[config.mk]
export PLATFORM = sky130hd
export DESIGN_NAME = rr_mux_arbiter
export DESIGN_NICKNAME = d
export VERILOG_FILES = /design/src/rtl/rr_mux_arbiter.sv
export SDC_FILE = /design/constraint.sdc
export NUM_CORES = 1
export LEC_CHECK = 0
export CORE_AREA = 4 4 59 74
export DETAILED_ROUTE_END_ITERATION = 7
export DIE_AREA = 0 0 63 78
export PLACE_DENSITY = 0.83
export SLEW_MARGIN = 20
export SYNTH_ARGS = -nofsm -noshare
export SYNTH_HDL_FRONTEND = slang
export SYNTH_SLANG_ARGS = --single-unit
[constraint.sdc]
create_clock -name clk_i -period 5.7 [get_ports clk_i]
set_input_delay 1.71 -clock clk_i [delete_from_list [all_inputs] [get_ports clk_i]]
set_output_delay 1.71 -clock clk_i [all_outputs]
set_load 0.02 [all_outputs]
[src/rtl/rr_mux_arbiter.sv]
// Round-robin arbiter: PORT_NUM valid/ready requesters share one registered
// DATA_WIDTH output stage through a one-hot AND-OR mux.
//
// Ports:
//   clk_i        clock, rising edge
//   rst_n_i      asynchronous active-low reset
//   req_valid_i  per-port request valid
//   req_data_i   per-port data, port k at [(k+1)*DATA_WIDTH-1 : k*DATA_WIDTH]
//   req_ready_o  per-port accept, at most one bit high
//   out_valid_o  output stage holds a word
//   out_ready_i  downstream accepts the word
//   out_data_o   registered output word
//   grant_o      registered one-hot source of out_data_o, zero when empty
//   busy_o       any request pending or output word held
//   req_last_i   (only with RR_ARB_LOCK_EN) marks the last word of a packet
//
// Optional feature macro: RR_ARB_LOCK_EN (packet lock until req_last_i).
module rr_mux_arbiter #(
    parameter int DATA_WIDTH = 8,
    parameter int PORT_NUM   = 4
) (
    input  logic                           clk_i,
    input  logic                           rst_n_i,
    input  logic [PORT_NUM-1:0]            req_valid_i,
    input  logic [DATA_WIDTH*PORT_NUM-1:0] req_data_i,
`ifdef RR_ARB_LOCK_EN
    input  logic [PORT_NUM-1:0]            req_last_i,
`endif
    output logic [PORT_NUM-1:0]            req_ready_o,
    output logic                           out_valid_o,
    input  logic                           out_ready_i,
    output logic [DATA_WIDTH-1:0]          out_data_o,
    output logic [PORT_NUM-1:0]            grant_o,
    output logic                           busy_o
);

    localparam int PW = (PORT_NUM > 1) ? $clog2(PORT_NUM) : 1;

    logic [PW-1:0]         r_ptr;
    logic                  r_valid;
    logic [DATA_WIDTH-1:0] r_data;
    logic [PORT_NUM-1:0]   r_grant;
`ifdef RR_ARB_LOCK_EN
    logic                  r_lock;
    logic [PW-1:0]         r_lock_port;
`endif

    logic [PORT_NUM-1:0]   w_win;
    logic [PW-1:0]         w_win_idx;
    logic                  w_found;
    logic [PW:0]           w_idx;
    logic                  w_free;
    logic                  w_xfer;
    logic [PW-1:0]         w_ptr_next;
    logic [DATA_WIDTH-1:0] w_mux;
    logic [PORT_NUM-1:0]   w_ready;

    // Rotating priority search: first valid port at or after the pointer.
    always_comb begin
        w_win     = '0;
        w_win_idx = '0;
        w_found   = 1'b0;
        w_idx     = '0;
        for (int i = 0; i < PORT_NUM; i++) begin
            w_idx = {1'b0, r_ptr} + (PW+1)'(i);
            if (w_idx >= (PW+1)'(PORT_NUM))
                w_idx = w_idx - (PW+1)'(PORT_NUM);
            if (!w_found && req_valid_i[w_idx[PW-1:0]]) begin
                w_found                = 1'b1;
                w_win_idx              = w_idx[PW-1:0];
                w_win[w_idx[PW-1:0]]   = 1'b1;
            end
        end
`ifdef RR_ARB_LOCK_EN
        // A locked packet owner is the only candidate, even while idle.
        if (r_lock) begin
            w_win              = '0;
            w_win_idx          = r_lock_port;
            w_found            = req_valid_i[r_lock_port];
            w_win[r_lock_port] = req_valid_i[r_lock_port];
        end
`endif
    end

    // One-hot AND-OR data mux.
    always_comb begin
        w_mux = '0;
        for (int k = 0; k < PORT_NUM; k++)
            w_mux = w_mux | (req_data_i[k*DATA_WIDTH +: DATA_WIDTH]
                             & {DATA_WIDTH{w_win[k]}});
    end

    // Free when empty or draining this cycle; gated low while in reset.
    assign w_free     = (~r_valid | out_ready_i) & rst_n_i;
    assign w_ready    = w_win & {PORT_NUM{w_free}};
    assign w_xfer     = w_found & w_free;
    assign w_ptr_next = (w_win_idx == PW'(PORT_NUM-1)) ? '0 : w_win_idx + 1'b1;

    always_ff @(posedge clk_i or negedge rst_n_i) begin
        if (!rst_n_i) begin
            r_ptr       <= '0;
            r_valid     <= 1'b0;
            r_data      <= '0;
            r_grant     <= '0;
`ifdef RR_ARB_LOCK_EN
            r_lock      <= 1'b0;
            r_lock_port <= '0;
`endif
        end else if (w_xfer) begin
            r_valid <= 1'b1;
            r_data  <= w_mux;
            r_grant <= w_win;
`ifdef RR_ARB_LOCK_EN
            if (req_last_i[w_win_idx]) begin
                r_lock <= 1'b0;
                r_ptr  <= w_ptr_next;
            end else begin
                r_lock      <= 1'b1;
                r_lock_port <= w_win_idx;
            end
`else
            r_ptr   <= w_ptr_next;
`endif
        end else if (r_valid && out_ready_i) begin
            r_valid <= 1'b0;
            r_grant <= '0;
        end
    end

    assign req_ready_o = w_ready;
    assign out_valid_o = r_valid;
    assign out_data_o  = r_data;
    assign grant_o     = r_grant;
    assign busy_o      = (|req_valid_i) | r_valid;

endmodule

; ---- After elaboration in Yosys (flattened, before gate mapping)
; Index checks and enable logic that the tools add are counted.
[op_classes]
add_sub_neg = 8
mul = 0
div_mod_pow = 0
magnitude_cmp = 12
eq_ne = 1
shifts = 0
n_mux = 37
bitwise_logic = 16
n_reduce_logical = 13
[ops]
columns = op, count
row1 = $and 8x8->8, 4
row2 = $mux 4, 6
row3 = $or 8x8->8, 3
row4 = $mux 2, 9
row5 = $mux 1, 14
row6 = $lt 2x3->1 const B, 4
row7 = $or 4x4->4, 3
row8 = $ge 3x3->1 const B, 3
row9 = $bmux 1 s2, 4
row10 = $demux 1 s2, 4
row11 = $ge 2x1->1 const B, 4
row12 = $logic_and 1x1->1, 8
row13 = $sub 2x1->2 const B, 4
row14 = $add 2x2->3 const B, 2
row15 = $and 4x4->4, 1
row16 = $reduce_or 4->1, 1
row17 = $add 2x1->3 const B, 1
row18 = $ge 2x3->1 const B, 1
row19 = $logic_not 1->1, 3
row20 = $add 2x1->2 const B, 1
row21 = $and 1x1->1, 2
row22 = $eq 2x2->1 const B, 1
row23 = $or 1x1->1, 2
row24 = $reduce_bool 2->1, 1
row25 = $not 1->1, 1
[totals]
regBits = 15
latchBits = 0
ram_bits = 0
rom_bits = 0
output_inout_bits = 18
wordCells = 91
n_memories = 0

; ---- Logic depth before layout (Yosys ltp)
; Gate-level depths: netlist of the first run.
[depth]
depth_word = 18
depth_mapped = 11

; ---- Worst setup path before layout of the first run
; Ideal clock, no wire load.
[synth_timing]
kind = in2out
startpoint = input port req_valid_i[1]
endpoint = output port req_ready_o[3]
arrival_ns = 3.528
t_required_ns = 3.990
setup_slack_ns = 0.462
path_stages = 7
n_path_buf = 2
path_cell_list = clkbuf_1 or3_1 or4b_1 o311ai_1 buf_2 nand2_1 a21oi_1
[synth_via]
elab_chain_len = 13
[synth_lines]
columns = element, line_no
row1 = start: declaration, 24  ; input logic [PORT_NUM-1:0] req_valid_i,
row2 = $bmux 1 s2, 68  ; if (!w_found && req_valid_i[w_idx[PW-1:0]]) begin
row3 = $mux 1 (not written as such), 68
row4 = $mux 1, 68
row5 = $logic_not 1->1, 68
row6 = $logic_and 1x1->1, 68
row7 = $mux 1, 68
row8 = $logic_not 1->1, 68
row9 = $logic_and 1x1->1, 68
row10 = $mux 1, 68
row11 = $logic_not 1->1, 68
row12 = $logic_and 1x1->1, 68
row13 = $mux 4 (*), 68
row14 = $and 4x4->4 (*), 95  ; assign w_ready = w_win & {PORT_NUM{w_free}};
row15 = end: declaration, 29  ; output logic [PORT_NUM-1:0] req_ready_o,
; Mark *: on every way between the ends. The rest lies on a longest branch, timed or not. The select of a mux whose other input is x is not followed.

; ---- Final worst setup path of the first run
[layout_timing]
startpoint = input port req_valid_i[0]
endpoint = output port req_ready_o[0]
; Same word-level chain as after synthesis.

==> out/metrics.cfg, run 1 <==
[final_layout]
area_delta_synth_final_pct = 55.4
diodes = 0
layout.nets = 315
final_layout_size_suffix_gt1_share_pct = 20.6
finalNonFillerCells = 307

[logic_synthesis]
synthDominantCellAreaShare_pct = 23.7
seq_area_frac_synth_pct = 23.7
yosys_most_used_dff = dfrtp_1
syn_nets = 233
synth.most_common_cell = dfrtp_1
ys_ff_latch = 15
synth-async-reset-ratio_pct = 100
syn_inst = 186
yosys.area.top_type = dfrtp_1
synth_edf_count = 0
syn_area_um2 = 1590
synth.distinct_cells = 47
yosys_warnings = 0
synth_area_leaders = dfrtp_1 24%, ha_1 6.3%, a22o_1 6.1%
synth_area_per_cell_um2 = 8.52
synth_commonest_cells = 15 x dfrtp_1, 12 x nor2_1, 11 x a22o_1

[power]
p_int_mw = 0.720
power.switching_mw = 0.581
p_seq_share_pct = 14.7
peakVddDrop_mv = 0.367
p_leak_nw = 1.07
clkPwrFrac_pct = 6.7
combPwrFrac_pct = 78.5
power.density_nw_per_um2 = 528
swShare_pct = 44.6

[setup_path]
path_cells = clkdlybuf4s50_1 -> or3_4 -> or4b_4 -> o311ai_4 -> a22o_1 -> nor2b_2 -> clkdlybuf4s15_2
cp_data_required_time_ns = 3.99
critPathMaxStageDelay_ns = 0.51
critPathMaxFanout = 5
cp-end-kind = output port
cp-start-kind = primary input
critical_path_class = in2out
arrival_ns = 3.88
cp_slowest_cell = or4b_4

[grt]
grt_overflow = 0
antenna_found_initial = 0
grt_use_met3_pct = 5.50
top_usage_layer = met2
grtUsageMet1_pct = 24.3
grt_pass1_wl_um = 8560
grt_pass1_vias = 1883
grt_max_degree = 30
groute.usage.overall_pct = 21.3
use_met2_pct = 37.7

[flow_run]
cap_violations = 0

[place]
finalWeightedCongestion = 0.877
hpwl_um = 3910
dp.cells = 301
place_ws_ns = -0.381
portBuffers = 56

[sta]
postLayoutSetupSlackWorst_ns = 0.106
fmax_mhz = 179
finalHoldWorstSlack_ns = 0.475
maxSlewViolCount = 0
hold_viol_final = 0
clock_skew_ns = 0.00125
post-route-min-period_ns = 5.59
relSlewSlack_pct = 71.2
setup_violations = 0
rsz0062_at_grt = no
worstMarginPinSlew_ns = 0.432
fin_crit_sh_pct = 98.1

[routing]
wl_per_cell_um = 16.6
ant_nets = 0
wl_um = 5110
vias = 1831
drc_errors = 0
drt_iter0_drc = 96
drt_first_pass_iters = 5
viasPerCell = 5.96

[cts]
cts_buffers = 3
clock_latency_ns = 0.25
clockBufferDepth = 2
h-tree-depth = 1
root_buffer = clkbuf_8
tritoncts = built
clkSinkCount = 15
hold_buffers = 0
clk_pin_slew_ns = 0.06

[status]
status = complete, no violations

[floorplanning]
die-height_um = 78
die_x_um = 63
pin_count = 57
die_area_um2 = 4910
start_util_pct = 42.6
core_um2 = 3720
rows = 25

[min_path]
hold_class = reg2reg

[layer usage]
metal	part of all wire, %	vias up	wire, um
met5	0	-	0
met1	42	876	2140
met3	5.1	12	261
met2	51	56	2590
li1	-	887	-
met4	2.1	0	106
[per-stage QoR]
step / power (mW) / instance area [um^2] / TNS (ns) / util (%)
6_report: 1.30 / 2460 / 0 / 66.2
5_1_grt: 1.41 / 2460 / 0 / 66.2
4_1_cts: 1.27 / 2430 / 0 / 65.4
3_5_place_dp: 1.17 / 2370 / -1.28 / 63.7
3_3_place_gp: 1.15 / 2370 / -1.03 / 63.7
2_1_floorplan: 0.775 / 1590 / 0 / -
[layout make-up]
class / count / area [um^2]
inverters: 4 / 15.0
flip-flops and latches: 15 / 375
clock buffers: 3 / 41.3
clock inverters: 1 / 5.00
multi-input cells: 154 / 1160
well taps: 40 / 50.0
repair buffers: 90 / 815
fillers: 322 / 1260
[placed cells by master (no fill, tap or decap), types with 7 or more instances in the layout]
cell             instances
dfrtp_1                 15
a32oi_1                  7
and3_1                   8
a22o_1                  11
a31oi_1                  8
nand3_1                  8
nor2_1                  12
nand2_1                  9
clkdlybuf4s50_1         52
a311o_1                  7
buf_4                   34
ha_1                     8
[timing repair]
action                                  4_1_cts  5_1_grt
endpoints found under the setup margin        4        4
setup buffers                                 1        1
resized for setup                            11        8
pin swaps                                     1        3
[cell families after synthesis]
logic type / after synthesis / share of synthesized area, %
AOI/OAI and AO/OA: 65 / 32.1
xor gates and xnor gates: 1 / 0.553
adders and majority gates: 8 / 6.31
buffers and inverters: 17 / 5.13
DFF: 15 / 23.7
muxes: 11 / 8.05
and+or+nand+nor: 69 / 24.2
[path summary, 6_finish.rpt]
check,startpoint,end,slack [ns],depth (start not counted)
setup / recovery,req_valid_i[0],req_ready_o[0],0.11,7
min in group asynchronous,rst_n_i,out_data_o[2],1.88,2
hold / removal,grant_o[2],grant_o[2],0.47,1
hold reg to reg,grant_o[2],grant_o[2],0.47,1
setup reg to reg,r_ptr[1],out_data_o[5],2.62,11
max in group asynchronous,rst_n_i,r_ptr[1],3.64,2
[critical path, delay by kind of cell]
| kind | cells | cell delay, ns |
|---|---|---|
| AO/OA/AOI/OAI | 2 | 0.37 |
| buffers and inverters | 2 | 0.72 |
| AND/OR/NAND/NOR | 3 | 1.09 |
[power groups by stage]
stage / registers (mW) / clock network, mW / logic, mW
final: 0.192 / 0.0877 / 1.02
after global routing: 0.199 / 0.0975 / 1.11
after CTS: 0.192 / 0.0904 / 0.993
after detailed placement: 0.193 / 0 / 0.981
after global placement: 0.192 / 0 / 0.962
after floorplan: 0.229 / 0 / 0.546
[state kept, by name, summed over array words and instances (netlist names), named ones only]
register and cells:
out_valid_o 1, r_ptr 1, grant_o 4, out_data_o 8
(Power assumes the default switching activity.)
==> inputs of run 2 (changes only) <==
Settings changed: SLEW_MARGIN 20 to default.
==> results of run 2 <==
No change in the layout: final DEF, timing and power equal those of run 1.
